`config.mk`:
```
export PLATFORM = sky130hd
export DESIGN_NAME = mod_step
export DESIGN_NICKNAME = d
export VERILOG_FILES = /design/src/rtl/serial_mod_step.sv
export SDC_FILE = /design/constraint.sdc
export NUM_CORES = 1
export LEC_CHECK = 0
export CAP_MARGIN = 20
export CORE_AREA = 4 4 41 43
export DETAILED_ROUTE_END_ITERATION = 10
export DIE_AREA = 0 0 45 47
export PLACE_DENSITY_LB_ADDON = 0.12
export SYNTH_ARGS = -nofsm -noshare
export SYNTH_HDL_FRONTEND = slang
export SYNTH_SLANG_ARGS = --single-unit
```
`constraint.sdc`:
```
create_clock -name vclk -period 7.1
set_clock_uncertainty 0.2 [all_clocks]
set_input_delay 1.065 -clock vclk [all_inputs]
set_output_delay 1.065 -clock vclk [all_outputs]
set_load 0.01 [all_outputs]
```
`src/rtl/serial_mod_step.sv`:
```
// Modular adder: (a + b + c) mod N for a, b < N, using one conditional subtract.
module mod_step #(
  parameter int N = 5,
  parameter int W = 3
) (
  input  logic [W-1:0] i_a,
  input  logic [W-1:0] i_b,
  input  logic         i_c,
  output logic [W-1:0] o_sum
);
  localparam logic [W:0] NW = (W+1)'(N);

  logic [W:0] w_t;

  // a + b + c <= 2N-1, so a single subtract of N fully reduces it.
  assign w_t   = {1'b0, i_a} + {1'b0, i_b} + {{W{1'b0}}, i_c};
  assign o_sum = W'((w_t >= NW) ? (w_t - NW) : w_t);
endmodule

```
* Yosys cells after proc, flatten, opt, wreduce, memory -nomap -nowiden
Index checks and enable logic that the tools add are counted.
** Word-level totals
- Word-level logic and storage cells :: 5
- Bits of input ports :: 7
- Flip-flop bits (word level) :: 0
** Operators by class
- Muxes and demuxes :: 1
- Add/sub/neg operators :: 3
- Magnitude comparators :: 1
** Operators by type and width (count)
- 3-bit by 3-bit adder with 4-bit output :: 1
- 4-bit by 1-bit adder with 4-bit output :: 1
- 4-bit by 3-bit >= comparator with 1-bit output, second input constant :: 1
- 3-bit two-way mux :: 1
- 3-bit subtractor, second input constant :: 1

* Longest topological paths before layout
- Depth after elaboration :: 4
- Mapped depth :: 8
- Mapped depth without buffers :: 8

* Least setup slack after synthesis
OpenSTA, ideal clock, no wires.
- Kind :: input -> output
- Start point :: in i_a[0]
- End point :: out o_sum[1]
- Slack :: 3059 ps
- Cell stages on the path :: 8
- Arrival :: 2776 ps
- Path through :: inv_1 fa_1 fa_1 ha_1 inv_1 a21oi_1 nor2_2 mux2i_1
** On the way
- Cells in the longest elaborated chain, start to end :: 4
- Elaborated cells between the ends (all ways) :: 5
** Ends and longest elaborated chain
- start: declaration :: line 6 : input logic [W-1:0] i_a,
- 3-bit by 3-bit adder with 4-bit output * :: line 16 : assign w_t = {1'b0, i_a} + {1'b0, i_b} + {{W{1'b0}}, i_c};
- 4-bit by 1-bit adder with 4-bit output * :: line 16
- 4-bit by 3-bit >= comparator with 1-bit output or 3-bit subtractor (tied branches) :: line 17 : assign o_sum = W'((w_t >= NW) ? (w_t - NW) : w_t);
- 3-bit two-way mux * :: line 17
- end: declaration :: line 9 : output logic [W-1:0] o_sum
Mark *: on every way between the ends. The rest lies on a longest branch, timed or not.

* Final worst setup path
Same ends and word-level chain as after synthesis.

==> flow_metrics.py <==
metrics = {
    "hold_path": {
        "hp-class": "primary input to output pin",
        "min_from": "i_b[1]",
    },
    "setup_path": {
        "crit_arrival_ps": 3800,
        "path_delay_family": "adder cells",
        "cpPeakStageDelay_ps": 550,
        "worst-path-buf-inv": 4,
        "crit_fanout": 3,
        "path_cells": "clkdlybuf4s50_1 -> inv_1 -> fa_1 -> fa_1 -> ha_1 -> inv_1 -> a21oi_1 -> nor2_2 -> mux2i_1 -> clkdlybuf4s50_1",
        "cp.required_ps": 5830,
        "critPathSlowestCell": "clkdlybuf4s50_1",
        "startpoint": "i_a[0]",
        "cp-start-kind": "primary input",
        "critPathCaptureType": "output pin",
        "crit_type": "primary input to output pin",
    },
    "synth": {
        "synth.most_common_cell": "inv_1",
        "synth_top_family_by_area": "adder cells",
        "synth_compound_area_frac": 0.1096,
        "yosysWarnings": 0,
        "syn_inst": 24,
        "yosys.area.top_type": "ha_1",
        "synth_area_leaders": "ha_1 27%, fa_1 22%, inv_1 16%",
        "muxShareOfSynthArea": 0.05479,
        "synthAdderAreaFrac": 0.4932,
        "yosys.cell_types.count": 12,
        "synth_nets": 37,
        "netlist.area_leader.share": 0.2740,
        "synth-seq-area-share": 0,
        "synth-xor-area-share": 0.09589,
        "syn_area_sq_um": 182.7,
        "synthTopCellsByCount": "8 x inv_1, 4 x ha_1, 2 x a21oi_1, 2 x fa_1",
        "yosys.area_share.simple": 0.08219,
        "synth_area_per_cell_sq_um": 7.611,
    },
    "timing": {
        "max_slew_margin": 0.8394,
        "clock.fmax_mhz": 197.5,
        "finalSetupViolCount": 0,
        "hold-worst-slack_ps": 3220,
        "fin_setup_tns_ps": 0,
        "finalMaxSlewViolations": 0,
        "hold_viol_final": 0,
        "rsz0062_at_grt": "no",
        "fin_crit_ps": 5063,
        "fin_crit_sh": 0.7130,
        "max_slew.worst_pin.slew_ps": 240.1,
    },
    "finish": {
        "antenna_cells": 0,
        "syn_to_final_growth_pct": 65.07,
        "nNetsFinal": 49,
        "clock_buffers": 0,
        "seq_cells": 0,
        "area.sequential_sq_um": 0,
        "drive_gt1_frac": 0.02941,
    },
    "grt": {
        "met1_usage": 0.04762,
        "grt_usage": 0.04025,
        "grt-ovfl-total": 0,
        "grt_max_degree": 4,
        "grt_busiest_layer": "met2",
        "grt_pass1_vias": 187,
        "antenna_found_initial": 0,
        "grt_pass1_wl_microns": 683,
        "met2_usage": 0.08475,
        "grt_use_met3": 0,
    },
    "flow_run": {
        "maxCapViolCount": 0,
    },
    "floorplanning": {
        "dieArea_sq_um": 2115,
        "core-area_sq_um": 1301,
        "ios": 10,
        "fp.dieW_microns": 45,
        "start_util": 0.1404,
        "rows": 13,
        "die_y_microns": 47,
    },
    "route": {
        "num_vias": 181,
        "drc_errors": 0,
        "ant_nets": 0,
        "drtIter0Drc": 2,
        "wirelength_microns": 346,
        "avgRoutedWirePerCell_microns": 7.061,
        "avgViaCountPerCell": 3.694,
        "drt-pass1-iter-count": 2,
    },
    "power_and_ir_drop": {
        "p_leak_nw": 0.1442,
        "power_per_cell_area_nw_per_um2": 123.2,
        "vdd_drop_max_mv": 0.02881,
    },
    "place": {
        "numPortBuffers": 10,
        "gp_congestion": 0.6231,
        "hpwlAfterDp_microns": 355.6,
    },
    "clock_tree": {
        "ctsResizeCount": 0,
        "cts_hold_buf": 0,
        "post-cts-setup-buffers": 0,
    },
    "outcome": {
        "status": "finished, final reports clean",
    },
}
## placed cells by master, fill, tap and decap left out
cell type and instances:
a21oi_1 2, fa_1 2, nand3_1 1, nand2_1 1
clkdlybuf4s50_1 10, mux2i_1 1, nor2_2 1, xnor2_1 1
o21ai_1 1, inv_1 8, xor2_1 1, o21ai_0 1
ha_1 4
## final cells by class
cell class	instances	area [sq um]
well taps	15	18.77
repair buffers	10	100.1
fillers	159	999.7
inverters	8	30.03
multi-input cells	16	152.6
## per-layer routing
metal	share of wire	wire length (microns)
met5	0	0
met4	0	0
met3	0.058	20
met2	0.54	187
met1	0.40	139
## cells by family after synthesis
kind of cell,after synthesis
fa+ha+maj,6
buf+inv,8
mux,1
xor+xnor,2
simple gates,3
compound gates,4
## power by group
| group | total (mW) | switching, mW | leakage (nW) | internal [mW] |
|---|---|---|---|---|
| logic | 0.0372 | 0.0160 | 0.144 | 0.0212 |
| clock network | 0 | 0 | 0 | 0 |
| registers | 0 | 0 | 0 | 0 |
| total | 0.0372 | 0.0160 | 0.144 | 0.0212 |
## metrics by stage
stage,util,worst slack (ps),std cells,area [sq um],power [mW]
floorplan,-,3059,24,182.7,0.01996
global placement,0.2317,2073,49,301.5,0.03693
detailed placement,0.2317,2015,49,301.5,0.03800
CTS,0.2317,2003,49,301.5,0.03816
global route,0.2317,1856,49,301.5,0.04208
finish,0.2317,2038,49,301.5,0.03715
## worst paths after layout
path	to	slack, ps	cells after the start
hold / removal	o_sum[1]	3220	5
setup / recovery	o_sum[1]	2040	10
Power figures use the tool's default switching activity.
==> RTL change: new RTL, config.mk and constraints unchanged <==
Set the parameter `W` to 6 (it was 3).
--- a/src/rtl/serial_mod_step.sv
+++ b/src/rtl/serial_mod_step.sv
@@ -3,3 +3,3 @@
   parameter int N = 5,
-  parameter int W = 3
+  parameter int W = 6
 ) (
Interface: changed (resized i_a, i_b and o_sum); port bits go from 10 to 19. The function was not compared with the original's and may differ.
==> RTL change against the unedited design <==
Cell area up 110%; wire length up 120%; critical endpoint unchanged; largest cell class unchanged; total power increased by 150%; cell count grew 76%; synthesized area grew 140%; worst setup slack worse by 0.33 ns; first-iteration DRC count unchanged.
==> RTL change: results (changes against the unedited design) <==
M1 WL=350 um (was 139 um); library cells used by synthesis=27 (was 12); xor and xnor area share after synthesis=17.5% (was 9.59%); met3 wire length=36 um (was 20 um); top fanout value on the critical path=4 (was 3); Mapped Nets=74 (was 37); Post-Synth Adder-Cell Area=29.3% (was 49.3%); LEAKAGE=0.282 nW (was 0.144 nW); Post-DP HPWL=744 um (was 356 um); setup repair bufs after CTS=0 (unchanged); layout cells sized above 1=9.86% (was 2.94%); syn avg cell area=8.37 um2 (was 7.61 um2); Worst IR Drop VDD=0.0000510 V (was 0.0000288 V); num sequential=0 (unchanged); first-pass GRT wire length=1370 um (was 683 um); WHS Endpoint=o_sum[5] (was o_sum[1]); hold path cells=4 (was 5); launch point of the worst path=i_a[0] (unchanged); CP arrival=4.13 ns (was 3.80 ns); complex-gate fraction of the synthesized area=26.1% (was 11.0%); maximum operating frequency=185 MHz (was 198 MHz); cell with the largest stage delay on the worst path=clkdlybuf4s50_1 (unchanged); Synth area leaders=ha_1 (20%), fa_1 (9.2%), inv_1 (6.9%), a2111oi_4 (6.3%), xnor2_1 (6.0%) (was ha_1 (27%), fa_1 (22%), inv_1 (16%), a21oi_1 (5.5%), mux2i_1 (5.5%)); number of vias per cell=4.78 (was 3.69); drt pass-1 iters=4 (was 2); Largest delay share family, worst path=buffers and inverters (was adder cells); max_slew headroom=69.1% (was 83.9%); CLK BUF=0 (unchanged); synthesis-to-finish area growth=48.0% (was 65.1%); metal2 WL=381 um (was 187 um); Routed WL per cell=8.93 um (was 7.06 um); Yosys warnings=0 (unchanged); sequential fraction of the synthesis area=0% (unchanged); status=finished, final reports clean (unchanged); Final Non-Filler Cells=86 (was 49); GR Layer Usage met3=0% (unchanged); largest net degree at the start of global routing=7 (was 4); met1 usage=11.4% (was 4.76%); All-Layer GR Usage=8.21% (was 4.03%); top-area cell type share of the netlist area=20.1% (was 27.4%); # port buffers=19 (was 10); RePlAce Congestion=0.762 (was 0.623); met2 Usage GRT=15.3% (was 8.47%); # diodes=0 (unchanged); Commonest cells post-synth=inv_1 (8), ha_1 (7), a21oi_1 (4), nor2_1 (4), xnor2_1 (3) (was inv_1 (8), ha_1 (4), a21oi_1 (2), fa_1 (2)); layout filler cell count=140 (was 159); placed inst area=644 um2 (was 302 um2); dpl ws=1.69 ns (was 2.02 ns); Worst Hold Launch=i_b[5] (was i_b[1]); CP max stage delay=0.56 ns; worst hold margin=3.15 ns (was 3.22 ns); fin nets=95 (was 49); CP Capture Point=o_sum[1] (unchanged); vias in the first global route=345 (was 187); mux cell area share after synthesis=2.30% (was 5.48%)
## RTL change: cell count changes in the layout (fill, tap and decap cells not counted), moves of 2 or more
cell             delta
a21o_1              +2
a21oi_1             +2
clkdlybuf4s50_1     +9
ha_1                +3
nor2_1              +4
xnor2_1             +2
## RTL change: kinds of logic (layout without fill, tap and decap cells)
family / Yosys count / in the layout
compound gates: 14 / 14
xor+xnor: 7 / 7
simple gates: 13 / 13
mux: 1 / 1
fa+ha+maj: 9 / 9
buf+inv: 8 / 27
## RTL change: final cells by class
cell class / count / share of cell area, %
Tap cell: 15 / 2.91
Multi-Input combinational cell: 44 / 62.9
Inverter: 8 / 4.66
Timing Repair Buffer: 19 / 29.5
## RTL change: where the power goes
| part | switching [mW] | internal (mW) | total (mW) |
|---|---|---|---|
| Clock | 0 | 0 | 0 |
| Sequential | 0 | 0 | 0 |
| Combinational | 0.0428 | 0.0491 | 0.0918 |
| Total | 0.0428 | 0.0491 | 0.0918 |
